<file path="src/rtl/iter_shifter16_pkg.sv">
// -----------------------------------------------------------------------------
// shifter_pkg
// Definitions shared by the iterative shifter and its single-step unit:
//   - mode encodings (3-bit, bit 1 is a don't-care for rotates and left shift)
//   - internal operation enum plus decoder from the raw mode field
//   - FSM state encoding
// No ports (package).
// -----------------------------------------------------------------------------
package shifter_pkg;

  // Canonical encodings. Rotates: mode[2]=1, mode[0] selects direction,
  // mode[1] ignored. Logical left: mode[2]=0, mode[0]=0, mode[1] ignored.
  localparam logic [2:0] MODE_ROL = 3'b100;
  localparam logic [2:0] MODE_ROR = 3'b101;
  localparam logic [2:0] MODE_LSH = 3'b000;
  localparam logic [2:0] MODE_SHR = 3'b001;
  localparam logic [2:0] MODE_SAR = 3'b011;

  typedef enum logic [2:0] {
    OP_ROL = 3'd0,
    OP_ROR = 3'd1,
    OP_LSH = 3'd2,
    OP_SHR = 3'd3,
    OP_SAR = 3'd4
  } op_e;

  typedef enum logic [1:0] {
    IDLE  = 2'b00,
    SHIFT = 2'b01,
    DONE  = 2'b10
  } state_e;

  // Collapse the don't-care bit so every one of the eight codes maps to an op.
  function automatic op_e decode_mode(input logic [2:0] m);
    op_e op;
    if (m[2]) begin
      op = m[0] ? OP_ROR : OP_ROL;
    end else if (!m[0]) begin
      op = OP_LSH;
    end else begin
      op = m[1] ? OP_SAR : OP_SHR;
    end
    return op;
  endfunction

endpackage

</file>
<file path="src/rtl/iter_shifter16_if.sv">
// -----------------------------------------------------------------------------
// iter_shifter16_if
// Request/response bundle for the iterative shifter.
//   request : in_valid, in_ready, data_in[WIDTH], shift[SHW], mode[3]
//   response: out_valid, out_ready, data_out[WIDTH]
//   status  : busy
// Modports: master (requester/consumer side), slave (shifter side).
// -----------------------------------------------------------------------------
interface iter_shifter16_if #(
  parameter int WIDTH = 16,
  parameter int SHW   = $clog2(WIDTH)
);
  logic             in_valid;
  logic             in_ready;
  logic [WIDTH-1:0] data_in;
  logic [SHW-1:0]   shift;
  logic [2:0]       mode;
  logic             out_valid;
  logic             out_ready;
  logic [WIDTH-1:0] data_out;
  logic             busy;

  modport master (
    output in_valid, data_in, shift, mode, out_ready,
    input  in_ready, out_valid, data_out, busy
  );

  modport slave (
    input  in_valid, data_in, shift, mode, out_ready,
    output in_ready, out_valid, data_out, busy
  );
endinterface

</file>
<file path="src/rtl/iter_shifter16_step.sv">
// -----------------------------------------------------------------------------
// shift_step
// Combinational one-position shift/rotate of a WIDTH-bit word.
// Ports:
//   data_i [WIDTH] in  : operand
//   mode_i [3]     in  : operation select (shifter_pkg encodings)
//   data_o [WIDTH] out : operand moved by one bit position
// -----------------------------------------------------------------------------
module shift_step
  import shifter_pkg::*;
#(
  parameter int WIDTH = 16
) (
  input  logic [WIDTH-1:0] data_i,
  input  logic [2:0]       mode_i,
  output logic [WIDTH-1:0] data_o
);

  always_comb begin
    data_o = data_i;
    case (decode_mode(mode_i))
      OP_ROL:  data_o = {data_i[WIDTH-2:0], data_i[WIDTH-1]};
      OP_ROR:  data_o = {data_i[0], data_i[WIDTH-1:1]};
      OP_LSH:  data_o = {data_i[WIDTH-2:0], 1'b0};
      OP_SHR:  data_o = {1'b0, data_i[WIDTH-1:1]};
      OP_SAR:  data_o = {data_i[WIDTH-1], data_i[WIDTH-1:1]};
      default: data_o = data_i;
    endcase
  end

endmodule

</file>
<file path="src/rtl/iter_shifter16.sv">
// -----------------------------------------------------------------------------
// iter_shifter16
// Bit-serial shift/rotate engine. A request is captured into one shift
// register and moved one position per clock until the down-counter expires,
// then the result is offered on the response handshake. Results match the
// combinational 16-bit universal shifter for the same (data, shift, mode).
//
// Ports:
//   clk          in  : rising-edge clock
//   rst          in  : asynchronous active-high reset
//   bus (slave)      : in_valid/in_ready/data_in/shift/mode request,
//                      out_valid/out_ready/data_out response, busy status
//
// Build option ITER_SHIFTER16_RADIX4_EN: when defined, two positions are
// applied per cycle while the counter is >= 2 (second shift_step chained
// behind the first); results are unchanged, only latency shrinks.
//
// state | meaning
// ------+-----------------------------------------------------------
// IDLE  | waiting for a request, in_ready=1
// SHIFT | stepping the shift register, cnt = positions still to go
// DONE  | result presented with out_valid=1 until out_ready
// -----------------------------------------------------------------------------
module iter_shifter16
  import shifter_pkg::*;
#(
  parameter int WIDTH = 16,
  parameter int SHW   = $clog2(WIDTH)
) (
  input  logic clk,
  input  logic rst,
  iter_shifter16_if.slave bus
);

  state_e           state_q, state_d;
  logic [WIDTH-1:0] sreg_q, sreg_d;
  logic [SHW-1:0]   cnt_q, cnt_d;
  logic [2:0]       mode_q, mode_d;

  logic [WIDTH-1:0] step1;

  shift_step #(.WIDTH(WIDTH)) u_step0 (
    .data_i (sreg_q),
    .mode_i (mode_q),
    .data_o (step1)
  );

`ifdef ITER_SHIFTER16_RADIX4_EN
  logic [WIDTH-1:0] step2;

  shift_step #(.WIDTH(WIDTH)) u_step1 (
    .data_i (step1),
    .mode_i (mode_q),
    .data_o (step2)
  );
`endif

  always_comb begin
    state_d = state_q;
    sreg_d  = sreg_q;
    cnt_d   = cnt_q;
    mode_d  = mode_q;

    case (state_q)
      IDLE: begin
        if (bus.in_valid) begin
          sreg_d  = bus.data_in;
          cnt_d   = bus.shift;
          mode_d  = bus.mode;
          state_d = (bus.shift == '0) ? DONE : SHIFT;
        end
      end

      SHIFT: begin
        // cnt is never zero here: a zero shift goes straight to DONE.
`ifdef ITER_SHIFTER16_RADIX4_EN
        if (cnt_q >= SHW'(2)) begin
          sreg_d = step2;
          cnt_d  = cnt_q - SHW'(2);
        end else begin
          sreg_d = step1;
          cnt_d  = cnt_q - SHW'(1);
        end
        if (cnt_q <= SHW'(2)) begin
          state_d = DONE;
        end
`else
        sreg_d = step1;
        cnt_d  = cnt_q - SHW'(1);
        if (cnt_q == SHW'(1)) begin
          state_d = DONE;
        end
`endif
      end

      DONE: begin
        if (bus.out_ready) begin
          state_d = IDLE;
        end
      end

      default: begin
        state_d = IDLE;
      end
    endcase
  end

  always_ff @(posedge clk or posedge rst) begin
    if (rst) begin
      state_q <= IDLE;
      sreg_q  <= '0;
      cnt_q   <= '0;
      mode_q  <= '0;
    end else begin
      state_q <= state_d;
      sreg_q  <= sreg_d;
      cnt_q   <= cnt_d;
      mode_q  <= mode_d;
    end
  end

  assign bus.in_ready  = (state_q == IDLE);
  assign bus.out_valid = (state_q == DONE);
  assign bus.busy      = (state_q != IDLE);
  assign bus.data_out  = sreg_q;

endmodule

</file>
<file path="src/flat_wrapper.sv">
// flat-port wrapper written by rule: the top's interface ports become plain ports
module iter_shifter16_flat import shifter_pkg::*;
#(
  parameter int WIDTH = 16,
  parameter int SHW   = $clog2(WIDTH)
)
  (clk, rst, bus_in_valid, bus_data_in, bus_shift, bus_mode, bus_out_ready, bus_in_ready, bus_out_valid, bus_data_out, bus_busy);
  iter_shifter16_if #(.WIDTH(WIDTH), .SHW(SHW)) bus_i ();
  input  logic clk;
  input  logic rst;
  input wire logic [$bits(bus_i.in_valid)-1:0] bus_in_valid;
  input wire logic [$bits(bus_i.data_in)-1:0] bus_data_in;
  input wire logic [$bits(bus_i.shift)-1:0] bus_shift;
  input wire logic [$bits(bus_i.mode)-1:0] bus_mode;
  input wire logic [$bits(bus_i.out_ready)-1:0] bus_out_ready;
  output wire logic [$bits(bus_i.in_ready)-1:0] bus_in_ready;
  output wire logic [$bits(bus_i.out_valid)-1:0] bus_out_valid;
  output wire logic [$bits(bus_i.data_out)-1:0] bus_data_out;
  output wire logic [$bits(bus_i.busy)-1:0] bus_busy;
  assign bus_i.in_valid = bus_in_valid;
  assign bus_i.data_in = bus_data_in;
  assign bus_i.shift = bus_shift;
  assign bus_i.mode = bus_mode;
  assign bus_i.out_ready = bus_out_ready;
  assign bus_in_ready = bus_i.in_ready;
  assign bus_out_valid = bus_i.out_valid;
  assign bus_data_out = bus_i.data_out;
  assign bus_busy = bus_i.busy;
  iter_shifter16 #(.WIDTH(WIDTH), .SHW(SHW)) u_core (.clk(clk), .rst(rst), .bus(bus_i));
endmodule
</file>
<file path="config.mk">
export PLATFORM = sky130hd
export DESIGN_NAME = iter_shifter16_flat
export DESIGN_NICKNAME = d
export VERILOG_FILES = /design/src/rtl/iter_shifter16_pkg.sv /design/src/rtl/iter_shifter16_if.sv /design/src/rtl/iter_shifter16_step.sv /design/src/rtl/iter_shifter16.sv /design/src/flat_wrapper.sv
export SDC_FILE = /design/constraint.sdc
export NUM_CORES = 1
export LEC_CHECK = 0
export CAP_MARGIN = 25
export CORE_MARGIN = 2
export CORE_UTILIZATION = 40
export CTS_CLUSTER_SIZE = 20
export DETAILED_ROUTE_END_ITERATION = 16
export GPL_TIMING_DRIVEN = 0
export PLACE_DENSITY = 0.78
export SLEW_MARGIN = 15
export SYNTH_ARGS = -nofsm -noshare
export SYNTH_HDL_FRONTEND = slang
export SYNTH_SLANG_ARGS = --single-unit
</file>
<file path="constraint.sdc">
create_clock -name clk -period 3.9 [get_ports clk]
set_input_delay 1.17 -clock clk [delete_from_list [all_inputs] [get_ports clk]]
set_output_delay 1.17 -clock clk [all_outputs]
set_load 0.02 [all_outputs]
</file>
==> results of run 1 <==
[state kept, by name (all words and copies together), names as in the netlist]
| signal | count |
|---|---|
| u_core.state_q | 2 |
| u_core.mode_q | 3 |
| u_core.bus.data_out | 16 |
| u_core.cnt_q | 4 |
[cell type report]
| class | instances | area, um2 | share of cell area (%) |
|---|---|---|---|
| Inverter | 7 | 26.3 | 1.32 |
| Tap cell | 46 | 57.6 | 2.90 |
| Clock buffer | 3 | 22.5 | 1.13 |
| Buffer | 11 | 62.6 | 3.15 |
| Clock inverter | 1 | 8.76 | 0.441 |
| Timing Repair Buffer | 46 | 465 | 23.4 |
| Sequential cell | 25 | 626 | 31.5 |
| Multi-Input combinational cell | 104 | 718 | 36.1 |
[critical path, stage by stage, from the launching register on]
cell             delay, ns
dfrtp_1               0.48
buf_2                 0.25
inv_1                 0.08
nand2_1               0.11
clkdlybuf4s50_1       0.62
[final timing paths]
path,start,to,slack [ns],cells after the start
min,u_core.mode_q[1],u_core.mode_q[1],0.54,1
max reg2reg,u_core.cnt_q[1],u_core.state_q[0],2.36,5
min in group asynchronous,rst,u_core.cnt_q[3],1.13,2
max,u_core.state_q[0],bus_busy,0.85,4
max in group asynchronous,rst,u_core.bus.data_out[4],2.30,3
min reg2reg,u_core.mode_q[1],u_core.mode_q[1],0.54,1
[per-stage QoR]
| step | utilization, % | instance area (um2) | instances | setup slack, ns |
|---|---|---|---|---|
| 2_1_floorplan | - | 1430 | 147 | 1.74 |
| 3_3_place_gp | 57.3 | 1940 | 238 | 1.26 |
| 3_5_place_dp | 57.3 | 1940 | 238 | 1.24 |
| 4_1_cts | 58.2 | 1970 | 242 | 0.842 |
| 5_1_grt | 58.6 | 1990 | 243 | 0.746 |
| 6_report | 58.6 | 1990 | 243 | 0.852 |
[synth_stat cells, types with 2 or more instances]
library cell,n
nor2_1,31
dfrtp_1,25
mux2_2,15
o32ai_1,14
a21oi_1,8
buf_2,8
inv_1,7
nand2_1,5
nand2b_1,4
mux2_4,3
o21ai_0,3
a2bb2oi_1,2
ha_1,2
nand3_1,2
o22ai_1,2
o31ai_1,2
[cell families after synthesis]
family	count (synthesis)
adders and majority gates	2
muxes	18
buffers and inverters	18
DFF	25
AOI/OAI and AO/OA	36
and+or+nand+nor	48
[cell usage in the layout (no fill, tap or decap), types with 4 or more instances in the layout]
cell              n
dfrtp_1          25
mux2_2           15
buf_2             8
a21oi_1           8
o32ai_1          14
nand2b_1          4
inv_1             7
clkdlybuf4s50_1  45
nand2_1           5
nor2_1           31
[power groups by stage]
| stage | combinational, mW | clock [mW] | sequential [mW] |
|---|---|---|---|
| 3_5_place_dp | 0.939 | 0 | 0.514 |
| 3_3_place_gp | 0.908 | 0 | 0.506 |
| 2_1_floorplan | 0.535 | 0 | 0.577 |
| 4_1_cts | 0.942 | 0.132 | 0.509 |
| 5_1_grt | 1.02 | 0.144 | 0.531 |
| 6_report | 0.939 | 0.129 | 0.514 |
[per-layer routing]
| metal | routed length [um] | track usage (%) |
|---|---|---|
| met5 | 0 | 0 |
| met2 | 1830 | 30.9 |
| met3 | 299 | 4.40 |
| met1 | 1620 | 26.2 |
| met4 | 45 | 6.52 |
==> impl_metrics.tcl, run 1 <==
set metrics [dict create \
    seqPwrFrac_pct 32.5 \
    overflow 0 \
    async_reset_ff_share_pct 100 \
    worstSetupPathType "flip-flop to primary output" \
    synth_top_area_share_pct 43.7 \
    slew_violations 0 \
    rows 21 \
    die-area_um2 4080 \
    synth_top_cell_by_area "dfrtp_1" \
    grt_max_degree 26 \
    finalSetupViolCount 0 \
    power.density_nw_per_um2 796 \
    maxSlewHeadroom_pct 66.1 \
    drt.antenna.violating_nets 0 \
    drc 0 \
    synth_edf_count 0 \
    grt_pass1_vias 1387 \
    synthCells 147 \
    synthMuxAreaShare_pct 14.9 \
    p_comb_share_pct 59.4 \
    synth_area_per_cell_um2 9.75 \
    ctsHoldBuffers 0 \
    holdCritPathClass "flip-flop to flip-flop" \
    dr.pass1.iters 5 \
    die_y_um 63.8 \
    root_buffer "clkbuf_4" \
    cp-end-kind "primary output" \
    power.switching_uw 665 \
    setup_tns_ns 0 \
    start_kind "flip-flop" \
    post_cts_resized 0 \
    path_clk_slew_ns 0.15 \
    synthAdderAreaFrac_pct 1.75 \
    antenna_found_initial 0 \
    netSwitchingFraction_pct 42.1 \
    numPortBuffers 45 \
    drive_above_1_share_pct 18.3 \
    synth_compound_area_share_pct 18.3 \
    num_vias 1378 \
    cts_tree "yes" \
    die_w_um 63.8 \
    fmax_mhz 328 \
    gp_congestion 0.840 \
    p_total_mw 1.58 \
    arrival_ns 1.88 \
    synth_ff_type "dfrtp_1" \
    period_share_pct 78.2 \
    clock_latency_ns 0.34 \
    maxCapViolCount 0 \
    synth.distinct_cells 30 \
    antennaDiodeCount 0 \
    synth-simple-area-share_pct 15.1 \
    ir_drop_mv 0.288 \
    synth_area_leaders "dfrtp_1 (44%), mux2_2 (12%), o32ai_1 (8.6%)" \
    grt.total_usage_pct 19.5 \
    synth_xor_area_share_pct 0 \
    skew_ns 0.0110 \
    boundaryPins 46 \
    p_clk_share_pct 8.2 \
    crit_path_max_fanout 10 \
    internal_power_uw 917 \
    nNetsFinal 227 \
    synth_top_family_by_area "compound AO/OA/AOI/OAI gates" \
    core_area_um2 3390 \
    clock-sinks 25 \
    cts_buffers 3 \
    wl_per_cell_um 15.6 \
    leakagePower_nw 0.801 \
    fin_crit_ns 3.05 \
    hold_viol 0 \
    seq_area_frac_synth_pct 43.7 \
    routed_via_density 5.67 \
    rsz0062_at_grt "no" \
    fillers 300 \
    holdWs_ns 0.544 \
    grt_pass1_wl_mm 6.35 \
    start_util_pct 42.3 \
    ys_ff_latch 25 \
    drt-total-wl_mm 3.80 \
    syn_area_um2 1430 \
    cts_buffer_depth 2 \
    cts_htree_levels 1 \
    synth_nets 176 \
    drtIter0Drc 135 \
    dp_hpwl_mm 2.78 \
    area_growth_pct 38.7 \
    ys_warn_count 0 \
    required_ns 2.73 \
    outcome "finished, final reports clean" \
    tightest_slew_ns 0.508 \
    post_cts_buffers 0 \
]
(Power assumes the default switching activity.)
==> run 2, diff against run 1 <==
==> constraint.sdc (replaced) <==
create_clock -name clk -period 3.1 [get_ports clk]
set_input_delay 0.93 -clock clk [delete_from_list [all_inputs] [get_ports clk]]
set_output_delay 0.93 -clock clk [all_outputs]
set_load 0.02 [all_outputs]
==> results of run 2 <==
Same layout as run 1 (identical final DEF). Status: finished, final reports clean.
Among the figures that moved: setup slack after placement 1.24 ns -> 0.678 ns; setup slack after layout 0.852 ns -> 0.292 ns; register-to-register setup slack 2.36 ns -> 1.56 ns; total power 1.58 mW -> 1.99 mW; worst IR drop on VDD 0.288 mV -> 0.363 mV
